<file path="src/rtl/result_ascii_tx.sv">
// result_ascii_tx: converts an 8-bit result to three ASCII decimal digits
// (optionally followed by CR LF) and feeds them to uart_tx one byte at a time.
//
// Ports:
//   clk          system clock, rising edge
//   reset_n      synchronous reset, active high (1 = reset)
//   start        send request, sampled only while idle
//   value        unsigned result, captured when start is accepted
//   uartbusy     busy flag from uart_tx
//   uart_tx_en   registered one-cycle send strobe
//   uart_tx_data registered byte to send, held until the next load
//   busy         high while a frame is in progress
//   done         one-cycle pulse after the last byte completes
//   error        sticky flag: uart_tx never acknowledged a strobe
module result_ascii_tx #(
  parameter int EOL_EN      = 1,
  parameter int ACK_TIMEOUT = 15
) (
  input  logic       clk,
  input  logic       reset_n,
  input  logic       start,
  input  logic [7:0] value,
  input  logic       uartbusy,
  output logic       uart_tx_en,
  output logic [7:0] uart_tx_data,
  output logic       busy,
  output logic       done,
  output logic       error
);

  typedef enum logic [2:0] {
    S_IDLE,
    S_CONV_H,
    S_CONV_T,
    S_SEND,
    S_WAIT_HI,
    S_WAIT_LO,
    S_DONE
  } state_t;

  localparam logic [2:0] LAST_IDX = (EOL_EN != 0) ? 3'd4 : 3'd2;
  localparam logic [7:0] TMO      = 8'(ACK_TIMEOUT);

  state_t     r_state, w_state;
  logic [7:0] r_rem, w_rem;
  logic [1:0] r_h, w_h;
  logic [3:0] r_t, w_t;
  logic [3:0] r_o, w_o;
  logic [2:0] r_idx, w_idx;
  logic [7:0] r_timer, w_timer;
  logic       r_en, w_en;
  logic [7:0] r_data, w_data;
  logic       r_err, w_err;
  logic [7:0] w_byte;

  always_comb begin
    w_byte = 8'h00;
    unique case (r_idx)
      3'd0:    w_byte = 8'h30 + {6'd0, r_h};
      3'd1:    w_byte = 8'h30 + {4'd0, r_t};
      3'd2:    w_byte = 8'h30 + {4'd0, r_o};
      3'd3:    w_byte = 8'h0D;
      3'd4:    w_byte = 8'h0A;
      default: w_byte = 8'h00;
    endcase
  end

  always_comb begin
    w_state = r_state;
    w_rem   = r_rem;
    w_h     = r_h;
    w_t     = r_t;
    w_o     = r_o;
    w_idx   = r_idx;
    w_timer = r_timer;
    w_en    = 1'b0;
    w_data  = r_data;
    w_err   = r_err;
    unique case (r_state)
      S_IDLE: begin
        if (start) begin
          w_rem   = value;
          w_h     = 2'd0;
          w_t     = 4'd0;
          w_err   = 1'b0;
          w_state = S_CONV_H;
        end
      end
      S_CONV_H: begin
        if (r_rem >= 8'd100) begin
          w_rem = r_rem - 8'd100;
          w_h   = r_h + 2'd1;
        end else begin
          w_state = S_CONV_T;
        end
      end
      S_CONV_T: begin
        if (r_rem >= 8'd10) begin
          w_rem = r_rem - 8'd10;
          w_t   = r_t + 4'd1;
        end else begin
          w_o     = r_rem[3:0];
          w_idx   = 3'd0;
          w_state = S_SEND;
        end
      end
      S_SEND: begin
        if (!uartbusy) begin
          w_en    = 1'b1;
          w_data  = w_byte;
          w_timer = 8'd0;
          w_state = S_WAIT_HI;
        end
      end
      S_WAIT_HI: begin
        if (uartbusy) begin
          w_state = S_WAIT_LO;
        end else if (r_timer == TMO) begin
          w_err   = 1'b1;
          w_state = S_IDLE;
        end else begin
          w_timer = r_timer + 8'd1;
        end
      end
      S_WAIT_LO: begin
        if (!uartbusy) begin
          if (r_idx == LAST_IDX) begin
            w_state = S_DONE;
          end else begin
            w_idx   = r_idx + 3'd1;
            w_state = S_SEND;
          end
        end
      end
      S_DONE:  w_state = S_IDLE;
      default: w_state = S_IDLE;
    endcase
  end

  always_ff @(posedge clk) begin
    if (reset_n) begin
      r_state <= S_IDLE;
      r_rem   <= 8'd0;
      r_h     <= 2'd0;
      r_t     <= 4'd0;
      r_o     <= 4'd0;
      r_idx   <= 3'd0;
      r_timer <= 8'd0;
      r_en    <= 1'b0;
      r_data  <= 8'h00;
      r_err   <= 1'b0;
    end else begin
      r_state <= w_state;
      r_rem   <= w_rem;
      r_h     <= w_h;
      r_t     <= w_t;
      r_o     <= w_o;
      r_idx   <= w_idx;
      r_timer <= w_timer;
      r_en    <= w_en;
      r_data  <= w_data;
      r_err   <= w_err;
    end
  end

  assign uart_tx_en   = r_en;
  assign uart_tx_data = r_data;
  assign busy         = (r_state != S_IDLE);
  assign done         = (r_state == S_DONE);
  assign error        = r_err;

endmodule
</file>
<file path="config.mk">
export PLATFORM = sky130hd
export DESIGN_NAME = result_ascii_tx
export DESIGN_NICKNAME = d
export VERILOG_FILES = /design/src/rtl/result_ascii_tx.sv
export SDC_FILE = /design/constraint.sdc
export NUM_CORES = 1
export LEC_CHECK = 0
export CORE_ASPECT_RATIO = 0.9
export CORE_MARGIN = 5
export CORE_UTILIZATION = 50
export CTS_CLUSTER_DIAMETER = 120
export DETAILED_ROUTE_END_ITERATION = 8
export MAX_ROUTING_LAYER = met4
export PLACE_DENSITY = 0.85
export SLEW_MARGIN = 15
export SYNTH_ARGS = -nofsm -noshare
export SYNTH_HDL_FRONTEND = slang
export SYNTH_SLANG_ARGS = --single-unit
</file>
<file path="constraint.sdc">
create_clock -name clk -period 1.99 [get_ports clk]
set_input_delay 0.199 -clock clk [delete_from_list [all_inputs] [get_ports clk]]
set_output_delay 0.199 -clock clk [all_outputs]
set_load 0.01 [all_outputs]
</file>
* After elaboration in Yosys (flattened, before gate mapping) *
Index checks and enable logic that the tools add are counted.

cells by class
  $add $sub $neg = 9
  $lt $le $gt $ge = 2
  eq/ne operators = 23
  multiplexer cells = 33
  bitwise operators = 3
  reduce and logical (&&, ||, !) cells = 19

operators by type and width
  cell                 count
  $mux 8               6
  $pmux 7 s5           1
  $mux 3               11
  $pmux 8 s3           1
  $ne 2x2->1 const B   11
  $pmux 3 s6           1
  $pmux 8 s2           1
  $reduce_and 4->1     4
  $add 6x4->7 const A  2
  $eq 3x2->1 const B   4
  $eq 3x3->1 const B   4
  $reduce_bool 2->1    5
  $add 8x1->8 const B  1
  $eq 8x4->1 const B   1
  $ge 8x4->1 const B   1
  $ge 8x7->1 const B   1
  $mux 4               2
  $pmux 4 s2           1
  $sub 8x4->8 const B  1
  $sub 8x7->8 const B  1
  $add 6x2->7 const A  1
  $eq 3x1->1 const B   2
  $logic_not 3->1      2
  $pmux 3 s2           1
  other kinds (14)     23

storage, ports and cells
  flip-flop bits (word level) = 42
  bits of input ports = 12
  output and inout port bits = 12
  word-level logic and storage cells = 99

* Logic depth before layout (Yosys ltp) *
Gate-level depths: netlist (run 1).

  depth after elaboration = 4
  mapped depth = 8
  gate-level depth less buffers = 7

* Worst setup path before layout (run 1) *
No wires, ideal clock.

  path type = register -> register
  start = register r_rem[2]
  end = register r_state[2]
  library setup time = 0.128 ns
  arrival = 1.910 ns
  required time = 1.862 ns
  slack = -0.048 ns
  cell stages (with the launch flop) = 8
  cells stage by stage = dfxtp_1 > inv_1 > ha_1 > a21oi_1 > a21oi_1 > nor4_4 > mux2i_1 > nor2_1

between the ends
  cells in the longest elaborated chain, start to end = 3

ends and longest elaborated chain
  item                                             line    text
  start: declaration                               45      logic [7:0] r_rem, w_rem;
  start signal: assignment                         154     r_rem <= w_rem;
  $ge 8x4->1 / $ge 8x7->1 (equally long branches)  98, 90
  $ne 2x2->1 (no line)                             n/a
  $reduce_and 6->1 (no line) *                     n/a
  end signal: assignment                           153     r_state <= w_state;
  end: declaration                                 44      state_t r_state, w_state;

Every way passes the cells marked *; elsewhere a longest branch is shown, timed or not.
A chain may end at the register's enable or synchronous reset.

* Worst setup path in the final report (run 1) *
  start = register r_rem[1]
  end = register r_state[2]

Same word-level chain as after synthesis.

==> results.txt, run 1 <==
Post-Synthesis Cells = 284
RSZ-0062 raised after global routing = false
Worst IR Drop VDD = 0.000618 V
Global Route Usage Sum = 19.7%
Async S/R FF share, synth = 0%
Slew Limit Fails = 0
Row count = 23
Grt ovf = 0
Avg Inst Size Synth = 8.34 um^2
Initial antenna violation count = 0
Inserted Clock Buffers = 5
Share of layout cells above drive strength 1 = 15.9%
Ys flop type = dfxtp_1
Data arrival time of the critical path = 2110 ps
Drt first pass iters = 5
Critical path peak fanout = 6
Die Span X = 82.6 um
Post-Syn Area = 2370 um^2
Tot Pwr = 3.46 mW
Post-layout min period = 1920 ps
Maxcap violations = 0
Area Growth Syn to Fin = 20.4%
Number of global-route vias before repair = 1957
Seq/Total Area, Yosys = 33.0%
DP Cell Count = 365
Core box area = 4520 um^2
Clk root buf = clkbuf_8
DP Area = 2680 um^2
Starting Density = 52.4%
Yosys warning total = 0
Fmax = 520 MHz
ANT cells = 0
Avg Vias per Cell = 5.73
Most frequent cells after synthesis = 46 x nor2_1, 39 x dfxtp_1, 22 x a21oi_1
Via count = 2155
Die height = 75.3 um
RD Place Congestion = 0.889
Final Cell Area = 2850 um^2
Drc violations = 0
Power Density = 1210 nW/um^2
Die area = 6220 um^2
CTS Sinks = 39
IO Pins = 24
I/O Buffers = 21
Clk_lat worst skew = 290 ps
Status = finished clean
Most frequent cell after synthesis = nor2_1
Post-synth cell types = 60
Hold Vio Cnt, Final = 0
Fill cells = 369
Antenna Nets Post-Route = 0
Crit-path cells = inv_2 > ha_1 > nor3b_1 > o311a_4 > nor4_4 > mux2i_1 > nor2_1
LEAKAGE = 1.09 nW
Hold path depth = 2
Fin cells = 376
# nets final = 337
EDFF count, synth = 0
First-pass GRT wire length = 9.20 mm
Slew headroom = 65.0%
Slowest CP cell = o311a_4
Hold Path Class = register to register
Crit. End Element = register
Startpoint Class = register
Required time worst endpoint = 2180 ps
H-tree depth = 2
Final setup fails = 0
Starting DRT DRC Count = 188
R2R cell count = 7
Final WL = 5.51 mm
DP HPWL = 3.98 mm
CTS tree = built
Final Skew = 4.46 ps
Per-cell routed wire length = 14.7 um
Reg clk slew, reported paths = 80 ps
Synth top area cells = dfxtp_1 33%, nor2_1 7.3%, ha_1 6.3%
Largest net degree at the start of global routing = 20
Max clock buf depth = 2
Final setup TNS = 0 ps
Slowest Stage Delay on Critical Path = 400 ps
# hold bufs at CTS = 0
CP Class = register to register
Yosys top cell by area = dfxtp_1
Slew @ Worst Pin = 520 ps
Yosys reg bits = 39
Tcrit/Tclk final = 96.7%
Area share of the leading cell type in the synthesized netlist = 33.0%
-- path summary, 6_finish.rpt --
path | startpoint | slack (ps) | end
worst max-delay path | r_rem[1] | 70 | r_state[2]
worst min-delay path | uart_tx_data[0] | 450 | uart_tx_data[0]
worst max register to register | r_rem[1] | 70 | r_state[2]
worst min register to register | uart_tx_data[0] | 450 | uart_tx_data[0]
-- cells by family (layout without fill, tap and decap cells) --
logic type,count (synthesis),after routing,synth area share [%]
mux,8,8,3.43
compound gates,71,71,21.1
buf+inv,28,57,5.92
simple gates,117,117,27.1
other cells,1,2,0.158
fa+ha+maj,12,12,6.34
xor+xnor,8,8,2.96
flops,39,39,33.0
-- flip-flops by register name (all words and copies together), names as in the netlist --
name / cells
r_rem: 8
r_timer: 8
uart_tx_data: 5
r_o: 4
r_t: 4
r_idx: 3
r_state: 3
r_h: 2
error: 1
uart_tx_en: 1
-- area by class of cell --
cell class	count	area, um^2	share of cell area (%)
Clock buffer	6	82.6	2.89
Tap cell	62	77.6	2.72
Sequential cell	39	787	27.6
Clock inverter	2	35.0	1.23
Timing Repair Buffer	40	353	12.4
Multi-Input combinational cell	218	1480	52.0
Inverter	9	33.8	1.18
-- timing repair --
item / in CTS / in global routing
gates resized for setup: 5 / 6
endpoints found under the setup margin: 7 / 4
hold endpoints to repair: 0 / 0
pin swaps: 2 / 3
setup buffers: 0 / 3
-- critical path, delay by kind of cell (launching register included) --
kind,cells,cell delay [ps]
adder cells (fa/ha/maj),1,180
AO/OA/AOI/OAI,1,400
flip-flops,1,360
AND/OR/NAND/NOR,3,560
multiplexers,1,270
buffers and inverters,1,50
-- routing by layer --
metal	global-route usage, %	share of wire, %	up-vias
met5	-	0	-
met4	3.99	0.45	0
met3	3.90	4.7	4
met2	31.3	48	64
met1	26.3	47	1022
li1	-	-	1065
-- per-stage QoR --
step / setup slack [ps] / util (%) / hold WS, ps
after floorplan: 113 / - / 343
after global routing: 1.51 / 63.1 / 480
final: 66.1 / 63.1 / 446
after detailed placement: -123 / 59.3 / 438
after CTS: 33.1 / 62.4 / 449
after global placement: -14.0 / 59.3 / 428
-- report_power, final --
group	internal [mW]	total [mW]	switching, mW	leakage, nW
Sequential	0.895	1.12	0.222	0.318
Combinational	0.767	1.65	0.883	0.715
Clock	0.406	0.691	0.285	0.0612
-- cell usage in the layout, fill, tap and decap left out, types with 3 or more instances in the layout --
cell,instances
nor2_1,46
dfxtp_1,36
a21oi_1,21
clkdlybuf4s50_1,21
buf_4,19
nand2_1,17
o21ai_0,14
ha_1,11
inv_1,7
nand3_1,7
mux2i_1,7
nand2b_1,6
xor2_1,6
clkbuf_8,6
nand3b_1,5
nor3_1,5
or3_1,4
a22oi_1,4
or3b_1,3
a31oi_1,3
o211ai_1,3
o22ai_1,3
(Power assumes the default switching activity.)
==> run 2, diff against run 1 <==
--- a/config.mk
+++ b/config.mk
@@ -6,10 +6,11 @@
 export NUM_CORES = 1
 export LEC_CHECK = 0
 export CORE_ASPECT_RATIO = 0.9
-export CORE_MARGIN = 5
+export CORE_MARGIN = 4
 export CORE_UTILIZATION = 50
 export CTS_CLUSTER_DIAMETER = 120
 export DETAILED_ROUTE_END_ITERATION = 8
+export GPL_TIMING_DRIVEN = 0
 export MAX_ROUTING_LAYER = met4
 export PLACE_DENSITY = 0.85
 export SLEW_MARGIN = 15
==> results.txt, run 2 (synthesis gave the netlist of run 1 again) <==
Hold Vio Cnt, Final = 0 (unchanged)
Routed wl met3 = 327 um (was 259 um)
Maxcap violations = 0 (unchanged)
H-tree depth = 2 (unchanged)
I/O Buffers = 20 (was 21)
Status = finished clean (unchanged)
Min Hold Slack = 411 ps (was 446 ps)
# hold bufs at CTS = 0 (unchanged)
ANT cells = 0 (unchanged)
Slowest CP cell = nor4_4 (was o311a_4)
Core box area = 4520 um^2 (unchanged)
Row count = 23 (unchanged)
DP Cell Count = 367 (was 365)
Drt first pass iters = 6 (was 5)
Worst IR Drop VDD = 0.000562 V (was 0.000618 V)
Power Density = 1190 nW/um^2 (was 1210 nW/um^2)
RSZ-0062 raised after global routing = true (was false)
Most frequent cells in the layout = 46 x nor2_1, 36 x dfxtp_1, 19 x a21oi_1 (was 46 x nor2_1, 36 x dfxtp_1, 21 x a21oi_1, 21 x clkdlybuf4s50_1, 19 x buf_4)
First-pass GRT wire length = 9.72 mm (was 9.20 mm)
Reg clk slew, reported paths = 80 ps (about the same)
CTS tree = built (unchanged)
Crit-path cells = inv_2 > ha_2 > nor3b_4 > o311a_4 > nor4_4 > mux2i_1 > nor2_1 (was inv_2 > ha_1 > nor3b_1 > o311a_4 > nor4_4 > mux2i_1 > nor2_1)
Fmax = 522 MHz (was 520 MHz)
Share of layout cells above drive strength 1 = 15.8% (was 15.9%)
Avg Vias per Cell = 5.79 (was 5.73)
M1 WL = 2.55 mm (was 2.57 mm)
Clk root buf = clkbuf_8 (unchanged)
Drc violations = 0 (unchanged)
Most common cell after layout, fill and taps aside = nor2_1 (unchanged)
Per-cell routed wire length = 15.2 um (was 14.7 um)
Antenna Nets Post-Route = 0 (unchanged)
Final core occ = 63.4% (was 63.1%)
Slew headroom = 61.1% (was 65.0%)
Startpoint Class = register (unchanged)
CP Class = register to register (unchanged)
Initial antenna violation count = 0 (unchanged)
Max clock buf depth = 2 (unchanged)
Slew Limit Fails = 0 (unchanged)
Die Span X = 80.6 um (was 82.6 um)
Area Growth Syn to Fin = 21.0% (was 20.4%)
Fill cells = 377 (was 369)
Post-layout min period = 1920 ps (about the same)
Global Route Usage Sum = 21.6% (was 19.7%)
Final setup fails = 0 (unchanged)
# nets final = 340 (was 337)
Starting Density = 52.4% (unchanged)
Grt ovf = 0 (unchanged)
Crit. End Element = register (unchanged)
Slowest Stage Delay on Critical Path = 400 ps (about the same)
Starting DRT DRC Count = 280 (was 188)
Top layer in use = met4 (unchanged)
Hold Path Class = input port to register (was register to register)
CTS Sinks = 39 (unchanged)
Tcrit/Tclk final = 96.3% (was 96.7%)
Critical path peak fanout = 4 (was 6)
Die height = 73.3 um (was 75.3 um)
Fin cells = 379 (was 376)
Inserted Clock Buffers = 5 (unchanged)
Die area = 5900 um^2 (was 6220 um^2)
Largest net degree at the start of global routing = 12 (was 20)
Final WL = 5.78 mm (was 5.51 mm)
Storage cell area = 790 um^2 (was 787 um^2)
Final Skew = 5.27 ps (was 4.46 ps)
DP HPWL = 4.01 mm (was 3.98 mm)
IO Pins = 24 (unchanged)
Slew @ Worst Pin = 584 ps (was 520 ps)
Required time worst endpoint = 2170 ps (was 2180 ps)
Via count = 2194 (was 2155)
Clk_lat worst skew = 300 ps (was 290 ps)
LEAKAGE = 1.11 nW (was 1.09 nW)
Met2 WL = 2.74 mm (was 2.66 mm)
RD Place Congestion = 0.880 (was 0.889)
Area of the multi-input gates = 1520 um^2 (was 1480 um^2)
Number of global-route vias before repair = 2101 (was 1957)
Data arrival time of the critical path = 2090 ps (was 2110 ps)
[run 2: path summary, 6_finish.rpt]
kind | start | endpoint | slack (ps) | depth (start not counted)
setup / recovery | r_rem[1] | r_state[2] | 70 | 7
hold / removal | uartbusy | error | 410 | 4
setup reg to reg | r_rem[1] | r_state[2] | 70 | 7
hold reg to reg | uart_tx_data[0] | uart_tx_data[0] | 440 | 2
[run 2: layout make-up]
class | instances | share of cell area, %
clock buffer | 8 | 3.49
timing repair buffer | 24 | 8.08
multi-input combinational | 218 | 53.1
inverter | 9 | 1.18
sequential | 39 | 27.6
buffer | 19 | 3.89
tap | 62 | 2.71
[run 2: per-stage QoR]
step	TNS, ps	setup slack (ps)	power [mW]	cell area (um^2)
detailed placement	-1700	-224	2.62	2650
CTS	0	1.25	3.27	2790
floorplan	0	113	2.26	2380
finish	0	73.0	3.41	2870
global placement	-786	-168	2.56	2650
global route	-20.0	-16.5	3.62	2870
[run 2: repair_timing]
item / 4_1_cts / 5_1_grt
resized for setup: 6 / 18
setup buffers: 2 / 2
pin swaps: 4 / 2
setup endpoints to repair: 17 / 12
[run 2: metal layers]
metal / up-vias / GRT usage (%)
li1: 1068 / -
met1: 1032 / 27.3
met2: 79 / 34.4
met3: 15 / 4.53
met4: 0 / 7.69
met5: - / -
[run 2: critical path: cells and delay by family, from the launching register on]
family          cells  cell delay (ps)
flops               1              360
fa+ha+maj           1              170
compound gates      1              390
mux                 1              220
buf+inv             1               50
simple gates        3              600
[run 2: where the power goes]
part	leakage, nW	internal, mW	switching [mW]	total, mW
Sequential	0.318	0.897	0.132	1.03
Combinational	0.739	0.765	1.01	1.78
Clock	0.0515	0.317	0.284	0.601
Total	1.11	1.98	1.43	3.41
==> run 3, diff against run 2 <==
--- a/config.mk
+++ b/config.mk
@@ -12,7 +12,7 @@
 export DETAILED_ROUTE_END_ITERATION = 8
 export GPL_TIMING_DRIVEN = 0
 export MAX_ROUTING_LAYER = met4
-export PLACE_DENSITY = 0.85
+export PLACE_DENSITY = 0.77
 export SLEW_MARGIN = 15
 export SYNTH_ARGS = -nofsm -noshare
 export SYNTH_HDL_FRONTEND = slang
==> results.txt, run 3 (synthesis gave the netlist of run 1 again) <==
Status = finished clean (unchanged)
Worst Hold Launch = uartbusy (unchanged)
Required time worst endpoint = 2170 ps (about the same)
Power Density = 1160 nW/um^2 (was 1190 nW/um^2)
CTS Sinks = 39 (unchanged)
Max clock buf depth = 2 (unchanged)
Avg Vias per Cell = 5.61 (was 5.79)
Crit. End Element = register (unchanged)
R2R Setup Slk = 90 ps (was 70 ps)
CP Class = register to register (unchanged)
Via count = 2109 (was 2194)
Per-cell routed wire length = 14.3 um (was 15.2 um)
Post-layout min period = 1900 ps (was 1920 ps)
Slew Limit Fails = 0 (unchanged)
Tot Pwr = 3.27 mW (was 3.41 mW)
Inserted Clock Buffers = 5 (unchanged)
Number of global-route vias before repair = 2040 (was 2101)
R2R cell count = 5 (was 7)
Fmax = 526 MHz (was 522 MHz)
I/O Buffers = 20 (unchanged)
Final WL = 5.39 mm (was 5.78 mm)
Worst Setup SP = r_timer[4] (was r_rem[1])
Tcrit/Tclk final = 95.5% (was 96.3%)
Reg clk slew, reported paths = 80 ps (about the same)
Slowest Stage Delay on Critical Path = 530 ps (was 400 ps)
Clk_lat worst skew = 310 ps (was 300 ps)
Initial antenna violation count = 0 (unchanged)
Critical path peak fanout = 8 (was 4)
RD Place Congestion = 0.801 (was 0.880)
Most common cell after layout, fill and taps aside = nor2_1 (unchanged)
CTS tree = built (unchanged)
Slew @ Worst Pin = 577 ps (was 584 ps)
Die height = 73.3 um (unchanged)
Drt first pass iters = 4 (was 6)
Final Skew = 7.84 ps (was 5.27 ps)
Area Growth Syn to Fin = 18.9% (was 21.0%)
First-pass GRT wire length = 9.59 mm (was 9.72 mm)
Share of layout cells above drive strength 1 = 14.6% (was 15.8%)
Largest net degree at the start of global routing = 12 (unchanged)
Data arrival time of the critical path = 2080 ps (was 2090 ps)
Die area = 5900 um^2 (unchanged)
H-tree depth = 2 (unchanged)
Row count = 23 (unchanged)
# hold bufs at CTS = 0 (unchanged)
ANT cells = 0 (unchanged)
Hold Path Class = input port to register (unchanged)
LEAKAGE = 1.08 nW (was 1.11 nW)
Slowest CP cell = or4_4 (was nor4_4)
Hold endpoint = r_idx[2] (was error)
Startpoint Class = register (unchanged)
Starting DRT DRC Count = 210 (was 280)
Global Route Usage Sum = 21.4% (was 21.6%)
Reg2Reg Capture Point = r_state[0] (was r_state[2])
Most frequent cells in the layout = 46 x nor2_1, 36 x dfxtp_1, 19 x a21oi_1 (unchanged)
IO Pins = 24 (unchanged)
Core box area = 4520 um^2 (unchanged)
Starting Density = 52.4% (unchanged)
DP HPWL = 3.95 mm (was 4.01 mm)
Antenna Nets Post-Route = 0 (unchanged)
Hold Vio Cnt, Final = 0 (unchanged)
Worst IR Drop VDD = 0.000543 V (was 0.000562 V)
Crit-path cells = or4_4 > o21a_4 > nor4_4 > mux2i_1 > nor2_1 (was inv_2 > ha_2 > nor3b_4 > o311a_4 > nor4_4 > mux2i_1 > nor2_1)
Grt ovf = 0 (unchanged)
Hold path depth = 4 (unchanged)
Die Span X = 80.6 um (unchanged)
Reg-to-Reg Start = r_timer[4] (was r_rem[1])
Final setup fails = 0 (unchanged)
Final setup TNS = 0 ps (unchanged)
Maxcap violations = 0 (unchanged)
# nets final = 337 (was 340)
Clk root buf = clkbuf_8 (unchanged)
Drc violations = 0 (unchanged)
Slew headroom = 61.5% (was 61.1%)
==> run 3: cell types whose count changed in the layout (fill, tap and decap cells not counted), sizes merged <==
cell	delta
buf	-2
clkbuf	-2
clkinv	+1
==> run 3: metrics by stage <==
step | hold slack [ps] | cell area (um^2) | instances | setup slack [ps] | utilization, %
6_report | 363 | 2820 | 376 | 89.2 | 62.3
5_1_grt | 439 | 2820 | 376 | -1.30 | 62.3
4_1_cts | 353 | 2770 | 376 | 16.2 | 61.3
3_5_place_dp | 434 | 2650 | 367 | -198 | 58.7
3_3_place_gp | 428 | 2650 | 367 | -164 | 58.7
2_1_floorplan | 343 | 2380 | 285 | 113 | -
==> run 3: worst max path at each step <==
stage                 end  slack (ps)  depth (start not counted)
2_1_floorplan    r_rem[7]         110                          8
3_3_place_gp     r_idx[0]        -160                          7
3_5_place_dp     r_idx[0]        -200                          7
4_1_cts          r_rem[7]          20                          8
5_1_grt        r_state[0]          -1                          6
6_report       r_state[0]          90                          5
==> run 3: repair_timing <==
| item | 4_1_cts | 5_1_grt |
|---|---|---|
| gates resized for setup | 6 | 15 |
| gates cloned | 0 | 0 |
| setup buffers | 1 | 1 |
| pin swaps | 3 | 2 |
| setup endpoints to repair | 12 | 10 |
==> run 3: report_power, final <==
group	internal, mW	leakage, nW	switching (mW)
Combinational	0.724	0.718	0.983
Clock	0.246	0.0422	0.289
Sequential	0.894	0.318	0.131
==> run 3: cell type report <==
class	instances	area [um^2]
Buffer	18	108
Clock buffer	7	76.3
Clock inverter	1	5.00
Fill cell	412	1700
Inverter	9	33.8
Multi-Input combinational cell	218	1510
Sequential cell	39	787
Tap cell	62	77.6
Timing Repair Buffer	22	216
==> run 3: routing by layer <==
layer | GRT usage, % | up-vias | share of wire [%]
li1 | - | 1073 | -
met5 | - | - | 0
met1 | 28.6 | 983 | 49
met2 | 31.7 | 46 | 44
met3 | 5.88 | 7 | 5.6
met4 | 6.19 | 0 | 1.2
==> run 3: worst max-delay path: cells and delay by family, from the launching register on <==
family          cells  cell delay [ps]
mux                 1              230
compound gates      1              250
simple gates        3              960
flops               1              340
